File: config.mk
export PLATFORM = sky130hd
export DESIGN_NAME = secure_serdes_encryptor_flat
export DESIGN_NICKNAME = d
export VERILOG_FILES = /design/src/rtl/secure_serdes_encryptor_pkg.sv /design/src/rtl/secure_serdes_encryptor_if.sv /design/src/rtl/secure_serdes_encryptor_shift_reg.sv /design/src/rtl/secure_serdes_encryptor.sv /design/src/flat_wrapper.sv
export SDC_FILE = /design/constraint.sdc
export NUM_CORES = 1
export LEC_CHECK = 0
export ABC_CLOCK_PERIOD_IN_PS = 1400
export CORE_MARGIN = 2
export CORE_UTILIZATION = 55
export DETAILED_ROUTE_END_ITERATION = 12
export HOLD_SLACK_MARGIN = 0.1
export PLACE_DENSITY_LB_ADDON = 0.2
export RECOVER_POWER = 50
export SETUP_SLACK_MARGIN = 0.02
export SYNTH_ARGS = -nofsm -noshare
export SYNTH_HDL_FRONTEND = slang
export SYNTH_HIERARCHICAL = 1
export SYNTH_SLANG_ARGS = --single-unit
File: constraint.sdc
create_clock -name clk -period 1.4 [get_ports clk]
set_input_delay 0.28 -clock clk [delete_from_list [all_inputs] [get_ports clk]]
set_output_delay 0.28 -clock clk [all_outputs]
set_load 0.01 [all_outputs]
File: src/rtl/secure_serdes_encryptor_pkg.sv
// Shared types, default constants and the rotate helper for the serial byte encryptor.
package secure_serdes_pkg;

   typedef enum logic [1:0] {
      IDLE  = 2'd0,
      SHIFT = 2'd1,
      CALC  = 2'd2,
      TX    = 2'd3
   } state_t;

   localparam int unsigned DEF_WIDTH    = 8;
   localparam int unsigned DEF_ROT      = 3;
   localparam logic [7:0]  DEF_KEY_MASK = 8'hA5;

   // Widest word the rotate helper handles; callers truncate to their own width.
   localparam int unsigned ROTL_MAX = 64;

   // Rotate the low w bits of v left by r (modulo w); bits above w come back as 0.
   function automatic logic [ROTL_MAX-1:0] rotl(input logic [ROTL_MAX-1:0] v,
                                                 input int unsigned w,
                                                 input int unsigned r);
      logic [ROTL_MAX-1:0] res;
      logic [5:0]          src;
      logic [5:0]          dst;
      res = '0;
      for (int unsigned i = 0; i < ROTL_MAX; i++) begin
         if (i < w) begin
            src      = 6'(i);
            dst      = 6'((i + r) % w);
            res[dst] = v[src];
         end
      end
      return res;
   endfunction

endpackage

File: src/rtl/secure_serdes_encryptor_if.sv
// Handshake/data bundle between a driver and the serial encryptor core.
interface secure_serdes_encryptor_if
   import secure_serdes_pkg::*;
#(
   parameter int unsigned WIDTH = DEF_WIDTH
);
   logic             ena;
   logic             start;
   logic             a_bit;
   logic             b_bit;
   logic [WIDTH-1:0] cipher;
   logic             done;
   logic             busy;
   logic             ser_out;
   logic             ser_valid;

   modport master (
      output ena, start, a_bit, b_bit,
      input  cipher, done, busy, ser_out, ser_valid
   );

   modport slave (
      input  ena, start, a_bit, b_bit,
      output cipher, done, busy, ser_out, ser_valid
   );
endinterface

File: src/rtl/secure_serdes_encryptor_shift_reg.sv
// MSB-first serial-in/serial-out register with parallel load and shift enable.
module serdes_shift_reg
   import secure_serdes_pkg::*;
#(
   parameter int unsigned WIDTH = DEF_WIDTH
)(
   input  logic             clk,
   input  logic             rst,
   input  logic             i_ena,
   input  logic             i_load,
   input  logic [WIDTH-1:0] i_load_data,
   input  logic             i_shift,
   input  logic             i_ser_in,
   output logic [WIDTH-1:0] o_par,
   output logic             o_ser
);
   logic [WIDTH-1:0] r_sr;

   // Load wins over shift; everything holds while the clock enable is low.
   always_ff @(posedge clk) begin
      if (rst) begin
         r_sr <= '0;
      end else if (i_ena) begin
         if (i_load) begin
            r_sr <= i_load_data;
         end else if (i_shift) begin
            r_sr <= {r_sr[WIDTH-2:0], i_ser_in};
         end
      end
   end

   assign o_par = r_sr;
   assign o_ser = r_sr[WIDTH-1];
endmodule

File: src/rtl/secure_serdes_encryptor.sv
// Serial-in byte encryptor: captures A and B MSB-first, emits
// ROTL(A^B, ROT) ^ KEY_MASK. Define SERDES_SERIAL_TX_EN to add the TX state
// that re-serialises the cipher on ser_out/ser_valid.
module secure_serdes_encryptor
   import secure_serdes_pkg::*;
#(
   parameter int unsigned      WIDTH    = DEF_WIDTH,
   parameter int unsigned      ROT      = DEF_ROT,
   parameter logic [WIDTH-1:0] KEY_MASK = WIDTH'(DEF_KEY_MASK)
)(
   input logic                      clk,
   input logic                      rst,
   secure_serdes_encryptor_if.slave bus
);
   localparam int unsigned CW = $clog2(WIDTH + 1);

   state_t           r_state;
   logic [CW-1:0]    r_cnt;
   logic [WIDTH-1:0] r_cipher;
   logic             r_done;

   logic             w_cap_shift;
   logic [WIDTH-1:0] w_a_par;
   logic [WIDTH-1:0] w_b_par;
   logic [WIDTH-1:0] w_result;
   logic             w_a_ser_unused;
   logic             w_b_ser_unused;

   assign w_cap_shift = (r_state == SHIFT);
   assign w_result    = WIDTH'(rotl(ROTL_MAX'(w_a_par ^ w_b_par), WIDTH, ROT)) ^ KEY_MASK;

   serdes_shift_reg #(.WIDTH(WIDTH)) u_a_sr (
      .clk         (clk),
      .rst         (rst),
      .i_ena       (bus.ena),
      .i_load      (1'b0),
      .i_load_data ('0),
      .i_shift     (w_cap_shift),
      .i_ser_in    (bus.a_bit),
      .o_par       (w_a_par),
      .o_ser       (w_a_ser_unused)
   );

   serdes_shift_reg #(.WIDTH(WIDTH)) u_b_sr (
      .clk         (clk),
      .rst         (rst),
      .i_ena       (bus.ena),
      .i_load      (1'b0),
      .i_load_data ('0),
      .i_shift     (w_cap_shift),
      .i_ser_in    (bus.b_bit),
      .o_par       (w_b_par),
      .o_ser       (w_b_ser_unused)
   );

`ifdef SERDES_SERIAL_TX_EN
   logic             r_ser_out;
   logic             r_ser_valid;
   logic             w_tx_load;
   logic             w_tx_shift;
   logic             w_tx_ser;
   logic [WIDTH-1:0] w_tx_par_unused;

   // The TX register is loaded with the same value CALC writes to cipher, so
   // it is ready to shift on the first TX edge.
   assign w_tx_load  = (r_state == CALC);
   assign w_tx_shift = (r_state == TX) && (r_cnt != CW'(WIDTH));

   serdes_shift_reg #(.WIDTH(WIDTH)) u_tx_sr (
      .clk         (clk),
      .rst         (rst),
      .i_ena       (bus.ena),
      .i_load      (w_tx_load),
      .i_load_data (w_result),
      .i_shift     (w_tx_shift),
      .i_ser_in    (1'b0),
      .o_par       (w_tx_par_unused),
      .o_ser       (w_tx_ser)
   );

   assign bus.ser_out   = r_ser_out;
   assign bus.ser_valid = r_ser_valid;
`else
   assign bus.ser_out   = 1'b0;
   assign bus.ser_valid = 1'b0;
`endif

   // Control FSM with registered result/status outputs.
   always_ff @(posedge clk) begin
      if (rst) begin
         r_state  <= IDLE;
         r_cnt    <= '0;
         r_cipher <= '0;
         r_done   <= 1'b0;
`ifdef SERDES_SERIAL_TX_EN
         r_ser_out   <= 1'b0;
         r_ser_valid <= 1'b0;
`endif
      end else if (bus.ena) begin
         case (r_state)
            IDLE: begin
               if (bus.start) begin
                  r_state <= SHIFT;
                  r_cnt   <= '0;
                  r_done  <= 1'b0;
               end
            end
            SHIFT: begin
               r_cnt <= r_cnt + CW'(1);
               if (r_cnt == CW'(WIDTH - 1)) begin
                  r_state <= CALC;
               end
            end
            CALC: begin
               r_cipher <= w_result;
               r_done   <= 1'b1;
               r_cnt    <= '0;
`ifdef SERDES_SERIAL_TX_EN
               r_state  <= TX;
`else
               r_state  <= IDLE;
`endif
            end
`ifdef SERDES_SERIAL_TX_EN
            // WIDTH bit-present edges, then one edge to drop ser_valid.
            TX: begin
               if (r_cnt == CW'(WIDTH)) begin
                  r_ser_out   <= 1'b0;
                  r_ser_valid <= 1'b0;
                  r_state     <= IDLE;
               end else begin
                  r_ser_out   <= w_tx_ser;
                  r_ser_valid <= 1'b1;
                  r_cnt       <= r_cnt + CW'(1);
               end
            end
`endif
            default: r_state <= IDLE;
         endcase
      end
   end

   assign bus.cipher = r_cipher;
   assign bus.done   = r_done;
   assign bus.busy   = (r_state != IDLE);
endmodule

File: src/flat_wrapper.sv
// flat-port wrapper written by rule: the top's interface ports become plain ports
module secure_serdes_encryptor_flat import secure_serdes_pkg::*;
#(
   parameter int unsigned      WIDTH    = DEF_WIDTH,
   parameter int unsigned      ROT      = DEF_ROT,
   parameter logic [WIDTH-1:0] KEY_MASK = WIDTH'(DEF_KEY_MASK)
)
  (clk, rst, bus_ena, bus_start, bus_a_bit, bus_b_bit, bus_cipher, bus_done, bus_busy, bus_ser_out, bus_ser_valid);
  secure_serdes_encryptor_if #(.WIDTH(WIDTH)) bus_i ();
  input logic clk;
  input logic rst;
  input wire logic [$bits(bus_i.ena)-1:0] bus_ena;
  input wire logic [$bits(bus_i.start)-1:0] bus_start;
  input wire logic [$bits(bus_i.a_bit)-1:0] bus_a_bit;
  input wire logic [$bits(bus_i.b_bit)-1:0] bus_b_bit;
  output wire logic [$bits(bus_i.cipher)-1:0] bus_cipher;
  output wire logic [$bits(bus_i.done)-1:0] bus_done;
  output wire logic [$bits(bus_i.busy)-1:0] bus_busy;
  output wire logic [$bits(bus_i.ser_out)-1:0] bus_ser_out;
  output wire logic [$bits(bus_i.ser_valid)-1:0] bus_ser_valid;
  assign bus_i.ena = bus_ena;
  assign bus_i.start = bus_start;
  assign bus_i.a_bit = bus_a_bit;
  assign bus_i.b_bit = bus_b_bit;
  assign bus_cipher = bus_i.cipher;
  assign bus_done = bus_i.done;
  assign bus_busy = bus_i.busy;
  assign bus_ser_out = bus_i.ser_out;
  assign bus_ser_valid = bus_i.ser_valid;
  secure_serdes_encryptor #(.WIDTH(WIDTH), .ROT(ROT), .KEY_MASK(KEY_MASK)) u_core (.clk(clk), .rst(rst), .bus(bus_i));
endmodule
Yosys cells after proc, flatten, opt, wreduce, memory -nomap -nowiden:

Index checks and enable logic that the tools add are counted.
Widths: inputs -> output; s select.

* register bits after elaboration: 31
* bits in latches: 0
* memory bits (writable): 0
* memory bits (read-only): 0
* output and inout bits: 12
* word-level logic and storage cells: 30
* memories: 0

* $add $sub $neg: 1
* multiply operators: 0
* divide/modulo/power cells: 0
* magnitude comparators: 0
* eq/ne operators: 5
* shift-type cells: 0
* muxes and demuxes: 7
* bitwise logic cells: 2
* reductions and logical operators: 9

Operator list (count)
* $pmux 4 s3: 1
* $reduce_and 3->1: 3
* $xor 8x8->8: 1
* $add 4x1->4 const B: 1
* $eq 4x3->1 const B: 1
* $mux 2: 2
* $mux 4: 1
* $not 4->4: 1
* $pmux 2 s2: 1
* $reduce_and 2->1: 2
* $reduce_bool 2->1: 2
* $reduce_bool 3->1: 1
* $eq 2x1->1 const B: 1
* $eq 2x2->1 const B: 1
* $logic_not 2->1: 1
* $ne 2x1->1 const B: 1
* $ne 2x2->1 const B: 1
* $pmux 1 s2: 1
* $mux 1: 1

Longest topological paths before layout:

* depth in word-level cells: 3
* gate-level depth with buffers: 6
* mapped depth without buffers: 4

Hierarchy:

The synthesis kept the hierarchy.

Modules (own cells, without submodules)
* serdes_shift_reg: instances 2, cells an instance 37, area an instance 442.9 um^2
* secure_serdes_encryptor: instances 1, cells an instance 80, area an instance 768.2 um^2

Worst setup path after synthesis:

OpenSTA, ideal clock, no wires.

* path type: register -> register
* start point: register u_core.r_state[1]
* end point: register u_core.u_a_sr.r_sr[2] (netlist: u_core/u_a_sr/o_par[2])
* library setup time: 0.140 ns
* arrival: 1.134 ns
* required time: 1.260 ns
* setup slack: 0.127 ns
* stages on the path, launching flop included: 6
* path buffers: 1
* period minus slack after synthesis: 1.273 ns
* path through: dfxtp_1 > and2b_2 > o21a_4 > buf_12 > nor2_4 > a211oi_2

* cells in the longest elaborated chain, start to end: 2

Ends and longest elaborated chain
* from (decl): line secure_serdes_encryptor.sv:17 `state_t r_state;`
* from (signal assigned): line secure_serdes_encryptor.sv:91 `r_state <= IDLE;`
* from (signal assigned): line secure_serdes_encryptor.sv:103 `r_state <= SHIFT;`
* from (signal assigned): line secure_serdes_encryptor.sv:111 `r_state <= CALC;`
* $eq 2x1->1: line secure_serdes_encryptor.sv:29 `assign w_cap_shift = (r_state == SHIFT);`
* via u_core.w_cap_shift: line secure_serdes_encryptor.sv:22 `logic w_cap_shift;`
* $reduce_and 2->1 (no source line)
* to (signal assigned): line secure_serdes_encryptor_shift_reg.sv:25 `r_sr <= i_load_data;`
* to (signal assigned): line secure_serdes_encryptor_shift_reg.sv:27 `r_sr <= {r_sr[WIDTH-2:0], i_ser_in};`
* to (decl): line secure_serdes_encryptor_shift_reg.sv:17 `logic [WIDTH-1:0] r_sr;`

The timed path passes the listed nets, and every way through them passes these cells.
A chain may end at the register's enable or synchronous reset.

Worst setup path after layout:

* start point: register u_core.r_state[1]
* end point: output bus_busy

* cells in the longest elaborated chain, start to end: 1

Ends and longest elaborated chain
* $reduce_bool 2->1: line secure_serdes_encryptor.sv:145 `assign bus.busy = (r_state != IDLE);`
* to (decl): line flat_wrapper.sv:18 `output wire logic [$bits(bus_i.busy)-1:0] bus_busy;`

Every way passes these cells.

==> metrics.yaml <==
run_status:
  status: "complete, but fails checks"
  violations: "design-rule violations"
worst_hold_path:
  worstHoldStart: "u_core/r_cnt[3]$_SDFFE_PP0P_"
  whs_path_depth: 1
  hold_class: "reg -> reg"
floorplan:
  core-area_um2: 2810
  fp-row-count: 19
  die_w_um: 58.8
  io-pin-count: 18
  dieArea_um2: 3460
  die_height_um: 58.8
  start_util_pct: 59.0
synth:
  synthMostInstantiatedCell: "dfxtp_1"
  yosysSeqAreaShare_pct: 37.5
  yosysTopAreaCell: "dfxtp_1"
  syn_inst: 154
  synth_area_per_cell_um2: 10.7
  synthesis.area_um2: 1650
  yosys-top-cells-count: "dfxtp_1, mux2i_1, nor2_1"
  synth-main-ff-cell: "dfxtp_1"
  synth-seq-cells: 31
  synth_cell_types: 35
  yosys-top-cells-area: "dfxtp_1, mux2i_1, a211oi_2, nor2_1, xnor2_1"
  synth_enable_flop_cells: 0
  async_reset_ff_share_pct: 0
  synth_top_area_share_pct: 37.5
  yosysWarnings: 6
detailed_routing:
  ant_nets: 0
  firstDrtPassIters: 8
  wl_um: 2980
  wire_per_inst_um: 13.5
  via_per_inst: 5.25
  vias: 1161
  drc: 2
  drt_iter0_drc: 38
setup_path:
  reg2reg_depth: 5
  path_cells: "nor2_4 > inv_1 > clkdlybuf4s15_1"
  cp.arrival_ps: 1070
  cpPeakStageDelay_ps: 350
  crit_family: "flip-flops"
  critPathKind: "reg -> out"
  cp_slowest_cell: "dfxtp_2"
  startpoint_type: "register"
  critPathBufInv: 2
  critical_path_required_ps: 1120
  path_max_fanout: 3
  setup.worst_path.end_class: "output pin"
  r2r_start: "u_core/r_state[0]$_SDFFE_PP0P_"
  critPathLaunch: "u_core/r_state[1]$_SDFFE_PP0P_"
  path_depth: 3
grt:
  grt_max_degree: 26
  overflow: 0
  grt_pass1_wl_um: 5060
  grt_pass1_vias: 1155
  antenna_found_initial: 0
  grt_util_all_layers_pct: 19.6
power:
  finalPower_mw: 1.92
  p_leak_nw: 0.786
  vdd_drop_max_mv: 0.786
  power_density_nw_per_um2: 995
clock_tree:
  cts_htree_levels: 2
  clk-insertion-delay-late_ps: 340
  clk_path_buf_depth: 2
  cts_setup_buffers: 0
  clk_pin_slew_ps: 100
  cts_tree: "yes"
  cts.sinks: 31
  numCtsBuffers: 5
  postCtsHoldBufs: 0
  clockRootBuffer: "clkbuf_4"
placed_design:
  dp.cells: 213
  dp_hpwl_um: 2140
  place.gp.congestion: 0.844
  placed_cell_area_um2: 1850
  post-place-ws_ps: -192
  portBuffers: 15
sta:
  maxSlewViolCount: 0
  skew_ps: 11.9
  rsz0062_at_grt: "yes"
  setup_violations: 0
  hold_ws_ps: 491
  setup_ws_ps: 47.3
  fmax_ghz: 0.739
  min_period_ps: 1350
  finalHoldViolCount: 0
  min_period_over_period_pct: 96.6
final_layout:
  fin_area_um2: 1930
  multiInputGateArea_um2: 965
  fill_cells: 232
  final_cells: 221
  syn_to_final_growth_pct: 16.5
  drive_above_1_share_pct: 26.3
  seq_area_um2: 623
  finish.net_count: 196
  antenna_cells: 0
run:
  drv_cap: 0
==> report_power, final <==
| group | switching (mW) | internal, mW |
|---|---|---|
| sequential | 0.0506 | 0.929 |
| combinational | 0.170 | 0.161 |
| clock | 0.311 | 0.295 |
==> worst paths after layout <==
check	endpoint	slack, ps
max	bus_busy	50
min	u_core/r_cnt[3]$_SDFFE_PP0P_	490
max reg2reg	u_core/bus.cipher[5]$_SDFFE_PP0P_	110
min reg2reg	u_core/r_cnt[3]$_SDFFE_PP0P_	490
==> cells in the final DEF (no fill, tap or decap), types with 2 or more instances in the layout <==
cell type        count
clkbuf_8             2
dlygate4sd2_1        9
nor3b_1              2
nor2_1              19
dfxtp_2              2
inv_1                2
nand3b_1             2
o21a_4               2
a211oi_2            17
and3b_2              2
clkbuf_4             5
nor2_2               4
clkdlybuf4s50_1      5
nand3_1              2
a211oi_1             4
xnor2_1              8
dfxtp_1             29
mux2i_1             21
nand2_1              3
conb_1              20
buf_12               2
nor2_4               5
a21oi_1              3
buf_4                6
==> cell families after synthesis <==
logic type / after synthesis / synth area share, %
simple gates: 43 / 14.7
compound gates: 33 / 20.5
flops: 31 / 37.5
mux: 21 / 12.7
buf+inv: 16 / 9.30
xor+xnor: 8 / 4.24
fa+ha+maj: 1 / 0.756
other cells: 1 / 0.227
==> layer usage <==
metal,part of all wire [%],vias to the layer above,global-route usage (%)
li1,-,595,-
met1,44,531,22.6
met2,49,27,33.2
met3,4.6,8,6.59
met4,2.3,0,8.12
met5,0,-,0
==> stage by stage <==
step                util, %  setup TNS (ps)
finish                 68.7               0
global route           68.7           -7.38
CTS                    68.2           -17.2
detailed placement     66.1           -3840
global placement       66.1           -2780
floorplan                 -               0
==> area by class of cell <==
cell class | count | area share, %
multi-input cells | 126 | 50.1
well taps | 31 | 2.01
inverters | 2 | 0.390
clock buffers | 8 | 3.57
flip-flops and latches | 31 | 32.3
repair buffers | 23 | 11.6
==> sequential cells by signal (all words and copies together), names as in the netlist <==
register / cells
u_core/r_cnt: 4
u_core/bus.done: 1
u_core/u_a_sr/o_par: 8
u_core/r_state: 2
u_core/u_b_sr/o_par: 8
u_core/bus.cipher: 8
==> timing repair <==
action                                 4_1_cts  5_1_grt
endpoints found under the hold margin        0        0
resized for setup                           13        4
setup endpoints to repair                   10        3
Note: power is estimated with default switching activity, not from simulation.
